[config.mk]
export PLATFORM = sky130hd
export DESIGN_NAME = fetch_unit
export DESIGN_NICKNAME = d
export VERILOG_FILES = /design/src/rtl/fetch_unit_pkg.sv /design/src/rtl/fetch_fifo.sv /design/src/rtl/fetch_unit.sv
export SDC_FILE = /design/constraint.sdc
export NUM_CORES = 1
export LEC_CHECK = 0
export ABC_CLOCK_PERIOD_IN_PS = 5300
export CAP_MARGIN = 20
export CELL_PAD_IN_SITES_DETAIL_PLACEMENT = 0
export CELL_PAD_IN_SITES_GLOBAL_PLACEMENT = 1
export CORE_AREA = 10 10 164 166
export CTS_CLUSTER_DIAMETER = 30
export DETAILED_ROUTE_END_ITERATION = 10
export DIE_AREA = 0 0 174 176
export PLACE_DENSITY = 0.82
export SYNTH_ARGS = -nofsm -noshare
export SYNTH_HDL_FRONTEND = slang
export SYNTH_SLANG_ARGS = --single-unit
[constraint.sdc]
create_clock -name clk -period 5.3 [get_ports clk]
set_input_delay 0.795 -clock clk [delete_from_list [all_inputs] [get_ports clk]]
set_output_delay 0.795 -clock clk [all_outputs]
set_load 0.005 [all_outputs]
[src/rtl/fetch_unit_pkg.sv]
// Shared types for the instruction fetch stage: fetch FSM states, the
// {pc, inst} entry carried by both fetch queues, and the PC step helper.
package fetch_unit_pkg;

    localparam int XLEN       = 32;
    localparam int INST_BYTES = 4;

    typedef enum logic [1:0] {
        RUN   = 2'd0,
        DRAIN = 2'd1,
        HALT  = 2'd2
    } fetch_state_e;

    typedef struct packed {
        logic [XLEN-1:0] pc;
        logic [XLEN-1:0] inst;
    } fetch_entry_t;

    function automatic logic [XLEN-1:0] next_pc(input logic [XLEN-1:0] pc);
        return pc + XLEN'(INST_BYTES);
    endfunction

endpackage

[src/rtl/fetch_fifo.sv]
// Small synchronous FIFO of fetch entries with a flush that wins over push.
// A push into a full FIFO is accepted only when a pop happens in the same cycle.
module fetch_fifo
    import fetch_unit_pkg::*;
#(
    parameter int DEPTH = 2
) (
    input  logic                       clk,
    input  logic                       rstn,
    input  logic                       flush_i,
    input  logic                       push_i,
    input  fetch_entry_t               entry_i,
    input  logic                       pop_i,
    output fetch_entry_t               head_o,
    output logic [$clog2(DEPTH+1)-1:0] count_o
);

    localparam int CW = $clog2(DEPTH + 1);
    localparam int AW = (DEPTH > 1) ? $clog2(DEPTH) : 1;

    fetch_entry_t  mem_q [DEPTH];
    logic [AW-1:0] rd_ptr_q, rd_ptr_d;
    logic [AW-1:0] wr_ptr_q, wr_ptr_d;
    logic [CW-1:0] count_q, count_d;
    logic          do_push, do_pop;

    function automatic logic [AW-1:0] ptr_inc(input logic [AW-1:0] p);
        return (p == AW'(DEPTH - 1)) ? '0 : p + 1'b1;
    endfunction

    assign do_pop  = pop_i && (count_q != '0);
    assign do_push = push_i && ((count_q != CW'(DEPTH)) || do_pop);

    always_comb begin
        rd_ptr_d = rd_ptr_q;
        wr_ptr_d = wr_ptr_q;
        count_d  = count_q;
        if (flush_i) begin
            rd_ptr_d = '0;
            wr_ptr_d = '0;
            count_d  = '0;
        end else begin
            if (do_push) wr_ptr_d = ptr_inc(wr_ptr_q);
            if (do_pop)  rd_ptr_d = ptr_inc(rd_ptr_q);
            count_d = count_q + CW'(do_push) - CW'(do_pop);
        end
    end

    always_ff @(posedge clk or negedge rstn) begin
        if (!rstn) begin
            rd_ptr_q <= '0;
            wr_ptr_q <= '0;
            count_q  <= '0;
            for (int i = 0; i < DEPTH; i++) mem_q[i] <= '0;
        end else begin
            rd_ptr_q <= rd_ptr_d;
            wr_ptr_q <= wr_ptr_d;
            count_q  <= count_d;
            if (do_push && !flush_i) mem_q[wr_ptr_q] <= entry_i;
        end
    end

    assign head_o  = mem_q[rd_ptr_q];
    assign count_o = count_q;

endmodule

[src/rtl/fetch_unit.sv]
// Instruction fetch stage: PC ownership, credit-limited imem requests, in-order
// response buffering and redirect flush. FETCH_ALIGN_CHECK_EN enables misaligned-redirect faulting.
module fetch_unit
    import fetch_unit_pkg::*;
#(
    parameter logic [XLEN-1:0] RESET_PC = 32'h0000_0000,
    parameter int              DEPTH    = 2
) (
    input  logic            clk,
    input  logic            rstn,
    output logic            imem_req_valid,
    input  logic            imem_req_ready,
    output logic [XLEN-1:0] imem_req_addr,
    input  logic            imem_resp_valid,
    input  logic [XLEN-1:0] imem_resp_data,
    input  logic            redirect_valid,
    input  logic [XLEN-1:0] redirect_pc,
    output logic            inst_valid,
    input  logic            inst_ready,
    output logic [XLEN-1:0] inst_data,
    output logic [XLEN-1:0] inst_pc,
    output logic            fetch_fault,
    output fetch_state_e    dbg_state
);

    localparam int CW = $clog2(DEPTH + 1);

    fetch_state_e    state_q, state_d;
    logic [XLEN-1:0] pc_q, pc_d;
    logic [CW-1:0]   outstanding_q, outstanding_d;
    logic [CW-1:0]   drop_cnt_q, drop_cnt_d;
    logic            fault_q, fault_d;
    logic            started_q;

    logic [XLEN-1:0] redirect_tgt;
    logic            redirect_bad;
    logic            req_allowed, resp_drop;
    logic            req_fire, resp_counted, resp_keep, inst_fire, credit_ok;
    logic [CW:0]     used_slots;
    logic [CW-1:0]   drop_on_redirect;
    logic [CW-1:0]   inflight_cnt, ififo_cnt;
    fetch_entry_t    inflight_entry, inflight_head, ififo_entry, ififo_head;
    logic            unused_bits;

`ifdef FETCH_ALIGN_CHECK_EN
    assign redirect_tgt = redirect_pc;
    assign redirect_bad = (redirect_pc[1:0] != 2'b00);
`else
    assign redirect_tgt = {redirect_pc[XLEN-1:2], 2'b00};
    assign redirect_bad = 1'b0;
`endif

    // Valid/ready: a transfer happens in any cycle where both valid and ready
    // are high; valid never waits on ready of its own channel.
    assign inst_valid = (ififo_cnt != '0);
    assign inst_fire  = inst_valid && inst_ready;

    // An instruction leaving this cycle frees a slot, which keeps one fetch per cycle.
    assign used_slots = {1'b0, outstanding_q} + {1'b0, ififo_cnt} - (CW+1)'(inst_fire);
    assign credit_ok  = used_slots < (CW+1)'(DEPTH);

    assign imem_req_valid = started_q && req_allowed && credit_ok && !redirect_valid;
    assign imem_req_addr  = pc_q;
    assign req_fire       = imem_req_valid && imem_req_ready;

    // Responses arriving with nothing tracked (stale after a reset) are ignored.
    assign resp_counted     = imem_resp_valid && (outstanding_q != '0);
    assign resp_keep        = resp_counted && !resp_drop && !redirect_valid;
    assign drop_on_redirect = outstanding_q - CW'(resp_counted);

    always_ff @(posedge clk or negedge rstn) begin
        if (!rstn) begin
            state_q       <= RUN;
            pc_q          <= RESET_PC;
            outstanding_q <= '0;
            drop_cnt_q    <= '0;
            fault_q       <= 1'b0;
            started_q     <= 1'b0;
        end else begin
            state_q       <= state_d;
            pc_q          <= pc_d;
            outstanding_q <= outstanding_d;
            drop_cnt_q    <= drop_cnt_d;
            fault_q       <= fault_d;
            started_q     <= 1'b1;
        end
    end

    always_comb begin
        state_d    = state_q;
        drop_cnt_d = drop_cnt_q;
        fault_d    = fault_q;
        if (redirect_valid) begin
            drop_cnt_d = drop_on_redirect;
            if (redirect_bad) begin
                state_d = HALT;
                fault_d = 1'b1;
            end else begin
                fault_d = 1'b0;
                state_d = (drop_on_redirect != '0) ? DRAIN : RUN;
            end
        end else begin
            case (state_q)
                DRAIN: begin
                    if (resp_counted) begin
                        drop_cnt_d = drop_cnt_q - 1'b1;
                        if (drop_cnt_q == CW'(1)) state_d = RUN;
                    end
                end
                HALT: begin
                    if (resp_counted && (drop_cnt_q != '0)) drop_cnt_d = drop_cnt_q - 1'b1;
                end
                default: ;
            endcase
        end
    end

    always_comb begin
        req_allowed = 1'b0;
        resp_drop   = 1'b0;
        unique case (state_q)
            RUN:     req_allowed = 1'b1;
            DRAIN:   resp_drop   = 1'b1;
            HALT:    resp_drop   = 1'b1;
            default: ;
        endcase
    end

    always_comb begin
        pc_d          = pc_q;
        outstanding_d = outstanding_q + CW'(req_fire) - CW'(resp_counted);
        if (redirect_valid)  pc_d = redirect_tgt;
        else if (req_fire)   pc_d = next_pc(pc_q);
    end

    assign inflight_entry = '{pc: pc_q, inst: '0};
    assign ififo_entry    = '{pc: inflight_head.pc, inst: imem_resp_data};

    fetch_fifo #(.DEPTH(DEPTH)) u_inflight (
        .clk     (clk),
        .rstn    (rstn),
        .flush_i (redirect_valid),
        .push_i  (req_fire),
        .entry_i (inflight_entry),
        .pop_i   (resp_keep),
        .head_o  (inflight_head),
        .count_o (inflight_cnt)
    );

    fetch_fifo #(.DEPTH(DEPTH)) u_inst_fifo (
        .clk     (clk),
        .rstn    (rstn),
        .flush_i (redirect_valid),
        .push_i  (resp_keep),
        .entry_i (ififo_entry),
        .pop_i   (inst_fire),
        .head_o  (ififo_head),
        .count_o (ififo_cnt)
    );

    assign inst_data   = ififo_head.inst;
    assign inst_pc     = ififo_head.pc;
    assign fetch_fault = fault_q;
    assign dbg_state   = state_q;

    assign unused_bits = ^{inflight_head.inst, inflight_cnt, redirect_pc[1:0]};

endmodule

## After elaboration in Yosys (flattened, before gate mapping)

Cells that the tools add are included.

- Muxes and demuxes: 39
- Bitwise logic cells: 4
- Reduce and logical (&&, ||, !) cells: 39
- Magnitude comparators: 7
- $add $sub $neg: 15
- Eq/ne operators: 7

Operator list:

| cell | count |
|---|---|
| 64-bit two-way mux | 8 |
| 128-bit bitwise mux | 2 |
| 64-bit demux with 1-bit select | 2 |
| 32-bit two-way mux | 2 |
| 32-bit by 3-bit adder with 32-bit output (second input constant) | 1 |
| 2-bit nonzero test | 13 |
| 2-bit two-way mux | 9 |
| 1-bit logical AND | 17 |
| 1-bit two-way mux | 15 |
| 2-bit >= comparator (second input constant) | 4 |
| 1-bit NOT with 2-bit output | 4 |
| 2-bit by 1-bit subtractor with 2-bit output | 4 |
| 2-bit by 1-bit adder with 2-bit output | 3 |
| 3-bit != test (second input constant) | 2 |
| 3-bit AND reduction | 2 |
| 1-bit adder (second input constant) | 4 |
| 2-bit by 1-bit equality test with 1-bit output (second input constant) | 2 |
| 2-bit by 1-bit < comparator with 1-bit output (second input constant) | 2 |
| 2-bit != test (second input constant) | 2 |
| 2-bit one-hot mux with 2 select lines | 1 |
| 2-bit by 2-bit adder with 3-bit output | 1 |
| 3-bit by 2-bit < comparator with 1-bit output (second input constant) | 1 |
| 3-bit nonzero test | 1 |
| 3-bit by 1-bit subtractor with 3-bit output | 1 |
| 6 further kinds | 8 |

- Input bits: 70
- Flip-flop bits (word level): 303

## Depth between registers and ports, before layout

Gate-level depths: netlist (run 1).

- Depth after elaboration: 12
- Mapped depth: 17

## Modules after synthesis

Synthesis (run 1) repeated with hierarchy kept, for this count alone.

- Cell total of the unflattened synthesis: 1015
- Area total of the unflattened synthesis: 14341.3 um2

Modules (own cells, without submodules):

| module | instances | area an instance (um2) | cells an instance |
|---|---|---|---|
| fetch_fifo | 2 | 5969.5 | 363 |
| fetch_unit | 1 | 2402.3 | 289 |

## Worst setup path before layout (run 1)

Ideal clock, no wire load.

- Path kind: in2reg
- Start: input port inst_ready
- End: register outstanding_q[1]
- Arrival time: 3.344 ns
- Buffers on the path: 2
- Stages: 15
- Setup slack: 1.833 ns
- Path through: and2_1 > ha_1 > inv_1 > nand2_1 > fa_1 > nor4bb_1 > and3_1 > buf_2 > inv_2 > buf_2 > ha_1 > inv_1 > ha_1 > xnor2_1 > xnor2_1

- Cells in the longest elaborated chain, start to end: 8

RTL lines:

| element | line | RTL |
|---|---|---|
| from (decl) | fetch_unit.sv:19 | `input logic inst_ready,` |
| 1-bit logical AND | fetch_unit.sv:56 | `assign inst_fire = inst_valid && inst_ready;` |
| 3-bit by 1-bit subtractor with 3-bit output | fetch_unit.sv:59 | `assign used_slots = {1'b0, outstanding_q} + {1'b0, ififo_cnt} - (CW+1)'(inst_fire);` |
| 3-bit by 2-bit < comparator with 1-bit output | fetch_unit.sv:60 | `assign credit_ok = used_slots < (CW+1)'(DEPTH);` |
| 1-bit logical AND (2 in series) | fetch_unit.sv:62 | `assign imem_req_valid = started_q && req_allowed && credit_ok && !redirect_valid;` |
| 1-bit logical AND | fetch_unit.sv:64 | `assign req_fire = imem_req_valid && imem_req_ready;` |
| 2-bit by 1-bit adder with 2-bit output | fetch_unit.sv:131 | `outstanding_d = outstanding_q + CW'(req_fire) - CW'(resp_counted);` |
| 2-bit by 1-bit subtractor with 2-bit output | fetch_unit.sv:131 |  |
| named net outstanding_d[1] | fetch_unit.sv:30 | `logic [CW-1:0] outstanding_q, outstanding_d;` |
| to (signal assigned) | fetch_unit.sv:82 | `outstanding_q <= outstanding_d;` |
| to (decl) | fetch_unit.sv:30 |  |

The timed path passes the listed nets, and every way through them passes these cells.
A chain may end at the register's enable or synchronous reset.

## Final worst setup path (run 1)

- Start: input port inst_ready
- End: output port imem_req_valid

- Cells in the longest elaborated chain, start to end: 5

RTL lines:

| element | line | RTL |
|---|---|---|
| 1-bit logical AND | fetch_unit.sv:56 |  |
| 3-bit by 1-bit subtractor with 3-bit output | fetch_unit.sv:59 |  |
| 3-bit by 2-bit < comparator with 1-bit output | fetch_unit.sv:60 |  |
| 1-bit logical AND (2 in series) | fetch_unit.sv:62 |  |
| to (decl) | fetch_unit.sv:11 | `output logic imem_req_valid,` |

Every way passes these cells.

==> results of run 1 <==
==> registers in the layout, indices dropped and copies added, names as in the netlist <==
register              count
u_inflight.mem_q         60
drop_cnt_q                2
outstanding_q             2
started_q                 1
u_inflight.wr_ptr_q       1
u_inst_fifo.count_o       2
u_inflight.rd_ptr_q       1
dbg_state                 1
u_inst_fifo.wr_ptr_q      1
imem_req_addr            30
u_inst_fifo.mem_q       124
u_inflight.count_o        2
u_inst_fifo.rd_ptr_q      1
==> worst max path at each step <==
stage | startpoint | endpoint | slack, ns | depth (start not counted)
finish | inst_ready | imem_req_valid | 1.16 | 9
CTS | inst_ready | imem_req_valid | 1.15 | 9
global placement | inst_ready | u_inflight.mem_q[38] | 0.90 | 12
detailed placement | inst_ready | u_inflight.mem_q[54] | 0.88 | 12
floorplan | inst_ready | outstanding_q[1] | 1.83 | 15
global route | inst_ready | imem_req_valid | 1.01 | 9
==> worst register-to-register path: stages (launching register included) <==
cell                       delay, ns
sky130_fd_sc_hd__dfrtp_1        0.40
sky130_fd_sc_hd__inv_1          0.12
sky130_fd_sc_hd__nand2_1        0.08
sky130_fd_sc_hd__and2_1         0.20
sky130_fd_sc_hd__ha_1           0.28
sky130_fd_sc_hd__inv_1          0.07
sky130_fd_sc_hd__nand2_1        0.07
sky130_fd_sc_hd__fa_1           0.52
sky130_fd_sc_hd__nor4bb_1       0.31
sky130_fd_sc_hd__and3_1         0.23
sky130_fd_sc_hd__inv_2          0.13
sky130_fd_sc_hd__a31oi_4        0.23
sky130_fd_sc_hd__nand2_2        0.50
sky130_fd_sc_hd__mux2_1         0.52
==> metrics by stage <==
step	utilization (%)	hold WS [ns]	std cells	area, um^2
after floorplan	-	0.444	863	10500
after global placement	51.5	0.456	1298	12300
after detailed placement	51.5	0.464	1298	12300
after CTS	59.6	0.417	1399	14200
after global routing	59.7	0.437	1400	14200
final	59.7	0.290	1400	14200
==> power by group through the flow <==
stage,logic (mW),clock network [mW],registers (mW)
floorplan,1.26,0,2.50
global placement,2.22,0,2.62
detailed placement,2.25,0,2.64
CTS,2.28,3.48,2.63
global route,2.45,3.58,2.70
finish,2.24,3.42,2.62
==> final cells by class <==
| type | count | area, um^2 | share of cell area (%) |
|---|---|---|---|
| flip-flops and latches | 228 | 5710 | 40.1 |
| multi-input cells | 565 | 4420 | 31.0 |
| repair buffers | 170 | 1730 | 12.1 |
| clock buffers | 61 | 1440 | 10.1 |
| clock inverters | 40 | 490 | 3.45 |
| well taps | 324 | 405 | 2.85 |
| inverters | 12 | 45.0 | 0.317 |
==> layer usage <==
layer	vias to the layer above	wire length, um
met1	3530	12200
met4	0	445
li1	3388	-
met5	-	0
met3	36	1500
met2	218	11500
==> kinds of logic after synthesis <==
| family | Yosys count | share of synthesized area (%) |
|---|---|---|
| XOR/XNOR | 31 | 2.60 |
| flip-flops | 228 | 54.6 |
| AO/OA/AOI/OAI | 102 | 5.74 |
| AND/OR/NAND/NOR | 193 | 8.69 |
| buffers and inverters | 70 | 3.54 |
| other | 2 | 0.0718 |
| adder cells (fa/ha/maj) | 12 | 1.51 |
| multiplexers | 220 | 23.3 |
==> cells in the final DEF (no fill, tap or decap), types with 7 or more instances in the layout <==
master	n
sky130_fd_sc_hd__clkbuf_16	55
sky130_fd_sc_hd__conb_1	7
sky130_fd_sc_hd__a21oi_1	33
sky130_fd_sc_hd__and3_1	8
sky130_fd_sc_hd__xor2_1	15
sky130_fd_sc_hd__nand4_1	16
sky130_fd_sc_hd__nor2b_1	8
sky130_fd_sc_hd__o21ai_0	50
sky130_fd_sc_hd__clkinvlp_4	8
sky130_fd_sc_hd__mux2_2	184
sky130_fd_sc_hd__bufinv_16	7
sky130_fd_sc_hd__clkdlybuf4s50_1	160
sky130_fd_sc_hd__dfrtp_1	227
sky130_fd_sc_hd__inv_6	7
sky130_fd_sc_hd__mux2i_1	32
sky130_fd_sc_hd__xnor2_1	16
sky130_fd_sc_hd__clkinv_4	11
sky130_fd_sc_hd__ha_1	11
sky130_fd_sc_hd__nand3_1	14
sky130_fd_sc_hd__inv_1	11
sky130_fd_sc_hd__nand2_1	71
sky130_fd_sc_hd__nor2_1	46
sky130_fd_sc_hd__nor3_1	9
==> metrics.csv, run 1 <==
stage;metric;value;unit
status;outcome;finished, final reports clean;
synth;synth.avg_cell_area;12.2;um^2
global_routing;groute.usage.overall;16.5;%
setup_path;critical_path.reg2reg.endpoint;u_inflight.mem_q[38];
drt;detail_route.iter0.violations;390;
placement;dp.final_hpwl;16400;um
sta;max_freq;241;MHz
synth;synthDistinctLibCells;48;
drt;routed_wirelength;25600;um
drt;wire_per_inst;18.3;um
synth;synthesis.instances;858;
setup_path;worst_path_max_delay_cell;sky130_fd_sc_hd__fa_1;
global_routing;largest_net_degree_at_the_start_of_global_routing;129;
power_and_ir_drop;comb_power_share;27.0;%
sta;fin_skew;0.0184;ns
placement;globalplace.congestion;0.801;
sta;final.period_utilization;78.2;%
floorplanning;die_height;176;um
power_and_ir_drop;p_total;8.28;mW
placement;port_buffers;162;
power_and_ir_drop;clock_power_share;41.3;%
clock_tree;cts_hold_buf;0;
sta;fin_crit;4.14;ns
setup_path;critical_path.max_stage_delay;0.52;ns
global_routing;grt.met2_usage;25.2;%
global_routing;met3_usage;4.70;%
power_and_ir_drop;sw_frac_of_total;27.8;%
drt;dr_total_vias;7172;
synth;synth_top_flop_cell;sky130_fd_sc_hd__dfrtp_1;
clock_tree;post-cts-setup-buffers;0;
sta;max_slew_headroom_at_the_worst_pin;31.0;%
placement;post-place-ws;0.880;ns
setup_path;timing.critical_path.required;4.51;ns
global_routing;first_global_vias;7396;
clock_tree;htree_num_levels;2;
final_layout;final_layout_size_suffix_gt1_share;28.3;%
setup_path;timing.reg2reg.setup_slack;1.54;ns
sta;timing.final.hold_violations;0;
power_and_ir_drop;pwr-share-seq;31.7;%
floorplanning;floorplan.initialDensity;43.9;%
job;maxCapViolations;0;
final_layout;area_growth;36.1;%
sta;pin_slew_with_the_least_headroom_to_its_limit;1.03;ns
synth;post-synth-top-count-cell;sky130_fd_sc_hd__dfrtp_1;
synth;netlist.top_cell.by_area;sky130_fd_sc_hd__dfrtp_1;
power_and_ir_drop;worst_ir_drop_vdd;313;uV
sta;setup_viol;0;
synth;netlist.area_leader.share;54.6;%
synth;synth_common_cells;sky130_fd_sc_hd__dfrtp_1 (228), sky130_fd_sc_hd__mux2_2 (184), sky130_fd_sc_hd__nand2_1 (72), sky130_fd_sc_hd__o21ai_0 (50), sky130_fd_sc_hd__nor2_1 (46);
floorplanning;core-area;23800;um^2
synth;synth_seq_cells;228;
floorplanning;die-width;174;um
final_layout;num-nets-final;1113;
global_routing;grt_first_pass_wirelength;41100;um
synth;share_of_the_yosys_chip_area_belonging_to_registers;54.6;%
power_and_ir_drop;p_per_area;582;nW/um^2
floorplanning;placementRows;57;
power_and_ir_drop;power.switching;2.30;mW
sta;totalNegativeSetupSlack;0;ns
clock_tree;cts_inserted_buffers;54;
hold_path;min-delay-path-class;primary input to async pin;
setup_path;sum_of_buffers_and_inverters_on_the_critical_path;3;
final_layout;n_fill_cell;1993;
floorplanning;die-area;30600;um^2
synth;syn-cell-area;10500;um^2
synth;synth_edf_count;0;
clock_tree;clock_pin_slew_reported_for_the_worst_setup_and_hold_paths_after_clock_tree_synthesis;0.04;ns
drt;route.detailed.vias_per_inst;5.12;
sta;rsz_0062_raised_after_global_routing;no;
synth;synth_warnings;0;
setup_path;kind_of_end_point_of_the_critical_path;primary output;
clock_tree;cts_resized;0;
clock_tree;clk_latency;0.55;ns
setup_path;setup.worst_path.class;primary input to primary output;
drt;drcViolationCount;0;
clock_tree;cts_root_buf;sky130_fd_sc_hd__clkbuf_16;
power_and_ir_drop;cell_internal_pwr;5.98;mW
setup_path;critical_path.top_delay_family;buffers and inverters;
clock_tree;cts.sinks;228;
synth;synth_top_cells_by_area;sky130_fd_sc_hd__dfrtp_1 (55%), sky130_fd_sc_hd__mux2_2 (20%), sky130_fd_sc_hd__mux2i_1 (3.1%);
global_routing;global_route.overflow_total;0;
global_routing;grt_antenna_before_repair;0;
final_layout;diodes;0;
setup_path;startpoint_type;primary input;
setup_path;r2r_start;u_inst_fifo.count_o[1];
global_routing;globalRoute.busiestLayer;met2;
drt;drt_pre_antenna_iters;5;
clock_tree;clock_tree_from_tritoncts;yes;
global_routing;grt_util_met1;22.4;%
setup_path;critical_path_peak_fanout;3;
sta;layout_setup_ws;1.16;ns
setup_path;arrival_time_of_the_worst_setup_path;3.35;ns
drt;route.antenna.remaining_nets;0;
setup_path;timing.critical_path.cells;clkdlybuf4s50_1, and2_1, ha_1, inv_1, nand2_1, fa_1, nor4bb_1, and2_1, clkdlybuf4s50_1;
clock_tree;ctsLongestPathBuffers;3;
floorplanning;io_pins;171;
synth;postSynth.asyncResetShare;100;%
sta;timing_max_transition_violations_final;0;
power_and_ir_drop;power.leakage;6.22;nW
setup_path;reg2reg_depth;13;
Note: power is estimated with default switching activity, not from simulation.
==> inputs of run 2 (changes only) <==
--- a/config.mk
+++ b/config.mk
@@ -5,15 +5,15 @@
 export SDC_FILE = /design/constraint.sdc
 export NUM_CORES = 1
 export LEC_CHECK = 0
-export ABC_CLOCK_PERIOD_IN_PS = 5300
+export ABC_CLOCK_PERIOD_IN_PS = 4200
 export CAP_MARGIN = 20
 export CELL_PAD_IN_SITES_DETAIL_PLACEMENT = 0
 export CELL_PAD_IN_SITES_GLOBAL_PLACEMENT = 1
-export CORE_AREA = 10 10 164 166
+export CORE_AREA = 10 10 167 169
 export CTS_CLUSTER_DIAMETER = 30
 export DETAILED_ROUTE_END_ITERATION = 10
-export DIE_AREA = 0 0 174 176
-export PLACE_DENSITY = 0.82
+export DIE_AREA = 0 0 177 179
+export PLACE_DENSITY = 0.8
 export SYNTH_ARGS = -nofsm -noshare
 export SYNTH_HDL_FRONTEND = slang
 export SYNTH_SLANG_ARGS = --single-unit
==> constraint.sdc (replaced) <==
create_clock -name clk -period 4.2 [get_ports clk]
set_input_delay 0.63 -clock clk [delete_from_list [all_inputs] [get_ports clk]]
set_output_delay 0.63 -clock clk [all_outputs]
set_load 0.005 [all_outputs]
==> run 2 against run 1 <==
Against the previous run: hold slack got worse by 0.11 ns; final area down 0.21%; total power up 25%; non-clock buffer count increased by 9; clock power increased by 22%; largest cell class unchanged; highest routed layer unchanged; count of clock-buffer cells in the layout unchanged; die area increased by 3.5%; sequential share of layout area grew 0.085 points.
==> metrics.csv, run 2 (synthesis results as in run 1) <==
stage;metric;value;unit;change
power_and_ir_drop;sw_frac_of_total;26.8;%;was 27.8%
clock_tree;ctsLongestPathBuffers;3;;unchanged
global_routing;largest_net_degree_at_the_start_of_global_routing;122;;was 129
drt;detail_route.iter0.violations;304;;was 390
final_layout;largest_register_ff_count;124;;unchanged
floorplanning;floorplan.initialDensity;42.3;%;was 43.9%
sta;max_slew_headroom_at_the_worst_pin;29.9;%;was 31.0%
sta;fin_skew;0.0133;ns;was 0.0184 ns
final_layout;multi_input_comb_area;4420;um^2;unchanged
clock_tree;clock_tree_from_tritoncts;yes;;unchanged
sta;fin_crit;4.02;ns;
power_and_ir_drop;worst_ir_drop_vdd;387;uV;was 313 uV
final_layout;seqCellArea;5710;um^2;unchanged
final_layout;final_layout_size_suffix_gt1_share;28.0;%;was 28.3%
drt;route.top_layer_used;met4;;unchanged
global_routing;first_global_vias;7626;;was 7396
power_and_ir_drop;power.leakage;6.20;nW;was 6.22 nW
floorplanning;die-width;177;um;was 174 um
sta;setup_viol;0;;unchanged
job;maxCapViolations;0;;unchanged
clock_tree;cts_root_buf;sky130_fd_sc_hd__clkbuf_16;;unchanged
drt;drcViolationCount;0;;unchanged
power_and_ir_drop;pwr-share-seq;31.8;%;was 31.7%
final_layout;n_fill_cell;2055;;was 1993
sta;layout_setup_ws;0.179;ns;was 1.16 ns
setup_path;arrival_time_of_the_worst_setup_path;3.39;ns;was 3.35 ns
drt;detail_route.wirelength.met1;11900;um;was 12200 um
setup_path;critical_path_peak_fanout;3;;unchanged
final_layout;area_growth;35.8;%;was 36.1%
drt;drt_pre_antenna_iters;4;;was 5
floorplanning;die-area;31700;um^2;was 30600 um^2
global_routing;groute.usage.overall;16.0;%;was 16.5%
clock_tree;cts_resized;0;;unchanged
drt;route.detailed.vias_per_inst;5.04;;was 5.12
sta;timing_max_transition_violations_final;0;;unchanged
drt;wire_per_inst;18.1;um;was 18.3 um
placement;post-place-ws;0.186;ns;was 0.880 ns
sta;totalNegativeSetupSlack;0;ns;unchanged
final_layout;layout_common_cells;sky130_fd_sc_hd__dfrtp_1 (227), sky130_fd_sc_hd__mux2_2 (184), sky130_fd_sc_hd__clkdlybuf4s50_1 (160);;unchanged
status;outcome;finished, final reports clean;;unchanged
clock_tree;cts_inserted_buffers;50;;was 54
sta;timing.final.hold_violations;0;;unchanged
clock_tree;post-cts-setup-buffers;0;;unchanged
final_layout;regMostFlops;u_inst_fifo.mem_q;;unchanged
drt;dr_total_vias;7075;;was 7172
clock_tree;cts_hold_buf;0;;unchanged
global_routing;global_route.overflow_total;0;;unchanged
clock_tree;cts.sinks;228;;unchanged
drt;route.antenna.remaining_nets;0;;unchanged
setup_path;timing.critical_path.required;3.57;ns;was 4.51 ns
final_layout;layout_commonest_cell;sky130_fd_sc_hd__dfrtp_1;;unchanged
final_layout;diodes;0;;unchanged
floorplanning;placementRows;58;;was 57
sta;max_freq;249;MHz;
power_and_ir_drop;clock_power_share;40.5;%;was 41.3%
placement;port_buffers;162;;unchanged
sta;pin_slew_with_the_least_headroom_to_its_limit;1.04;ns;was 1.03 ns
power_and_ir_drop;cell_internal_pwr;7.55;mW;was 5.98 mW
clock_tree;clk_latency;0.55;ns;about the same
hold_path;min-delay-path-class;primary input to async pin;;unchanged
placement;globalplace.congestion;0.843;;was 0.801
final_layout;num-nets-final;1118;;was 1113
drt;routed_wirelength;25400;um;was 25600 um
floorplanning;io_pins;171;;unchanged
power_and_ir_drop;comb_power_share;27.7;%;was 27.0%
floorplanning;core-area;24700;um^2;was 23800 um^2
drt;wl_met2;11100;um;was 11500 um
setup_path;kind_of_end_point_of_the_critical_path;primary output;;unchanged
floorplanning;die_height;179;um;was 176 um
drt;dr_wl_met3;1930;um;was 1500 um
sta;final.period_utilization;95.7;%;
power_and_ir_drop;p_per_area;727;nW/um^2;was 582 nW/um^2
global_routing;grt_antenna_before_repair;0;;unchanged
setup_path;setup.worst_path.class;flop to primary output;;was primary input to primary output
sta;rsz_0062_raised_after_global_routing;no;;unchanged
clock_tree;htree_num_levels;2;;unchanged
power_and_ir_drop;power.switching;2.77;mW;was 2.30 mW
global_routing;grt_first_pass_wirelength;41100;um;about the same
clock_tree;clock_pin_slew_reported_for_the_worst_setup_and_hold_paths_after_clock_tree_synthesis;0.04;ns;about the same
setup_path;startpoint_type;flop;;was primary input
placement;dp.final_hpwl;16700;um;was 16400 um
==> run 2: cell count changes in the layout (fill, tap and decap cells not counted), moves of 2 or more <==
cell / change
sky130_fd_sc_hd__buf_4: +10
sky130_fd_sc_hd__clkbuf_8: +3
sky130_fd_sc_hd__clkbuf_16: -5
sky130_fd_sc_hd__clkbuf_1: +2
sky130_fd_sc_hd__inv_6: -5
sky130_fd_sc_hd__clkinv_4: -8
sky130_fd_sc_hd__inv_8: -2
sky130_fd_sc_hd__bufinv_16: +3
==> run 2: final cells by class <==
class                   instances  area share (%)
flip-flops and latches        228            40.2
multi-input cells             565            31.1
repair buffers                179            12.5
clock buffers                  61            9.60
clock inverters                30            3.39
well taps                     330            2.91
inverters                      12           0.317
==> run 2: worst max-delay path, cell delays in order (launching register included) <==
cell                              delay, ns
sky130_fd_sc_hd__dfrtp_1               0.40
sky130_fd_sc_hd__inv_1                 0.13
sky130_fd_sc_hd__nand2_1               0.11
sky130_fd_sc_hd__and2_1                0.21
sky130_fd_sc_hd__ha_1                  0.28
sky130_fd_sc_hd__inv_1                 0.08
sky130_fd_sc_hd__nand2_1               0.07
sky130_fd_sc_hd__fa_1                  0.53
sky130_fd_sc_hd__nor4bb_1              0.34
sky130_fd_sc_hd__and2_1                0.20
sky130_fd_sc_hd__clkdlybuf4s50_1       0.51
==> run 2: power groups by stage <==
stage / clock [mW] / sequential, mW / combinational (mW)
3_5_place_dp: 0 / 3.30 / 2.88
2_1_floorplan: 0 / 3.15 / 1.59
4_1_cts: 4.25 / 3.29 / 2.92
5_1_grt: 4.37 / 3.37 / 3.15
6_report: 4.18 / 3.28 / 2.85
3_3_place_gp: 0 / 3.28 / 2.85
==> run 2: path summary, 6_finish.rpt <==
kind / start / end / slack (ns) / cells past startpoint
max: u_inst_fifo.count_o[1] / imem_req_valid / 0.18 / 10
min: rstn / u_inst_fifo.mem_q[6] / 0.18 / 1
max reg2reg: u_inst_fifo.count_o[1] / u_inflight.mem_q[102] / 0.59 / 14
min reg2reg: u_inst_fifo.mem_q[57] / u_inst_fifo.mem_q[57] / 0.47 / 2
max in group asynchronous: rstn / imem_req_addr[29] / 2.91 / 2
min in group clk: redirect_valid / u_inst_fifo.rd_ptr_q / 0.43 / 2
==> run 2: per-stage QoR <==
stage | instances | utilization [%] | hold WS [ns] | total power, mW | instance area [um^2]
final | 1405 | 57.4 | 0.179 | 10.3 | 14200
after global routing | 1405 | 57.4 | 0.255 | 10.9 | 14200
after CTS | 1405 | 57.4 | 0.225 | 10.5 | 14200
after detailed placement | 1314 | 49.9 | 0.464 | 6.19 | 12400
after global placement | 1314 | 49.9 | 0.456 | 6.12 | 12400
after floorplan | 863 | - | 0.334 | 4.74 | 10500
==> run 2: layer usage <==
metal,up-vias,GRT usage (%)
met4,0,6.02
met2,227,24.3
met5,-,0
li1,3376,-
met1,3424,21.3
met3,48,4.74
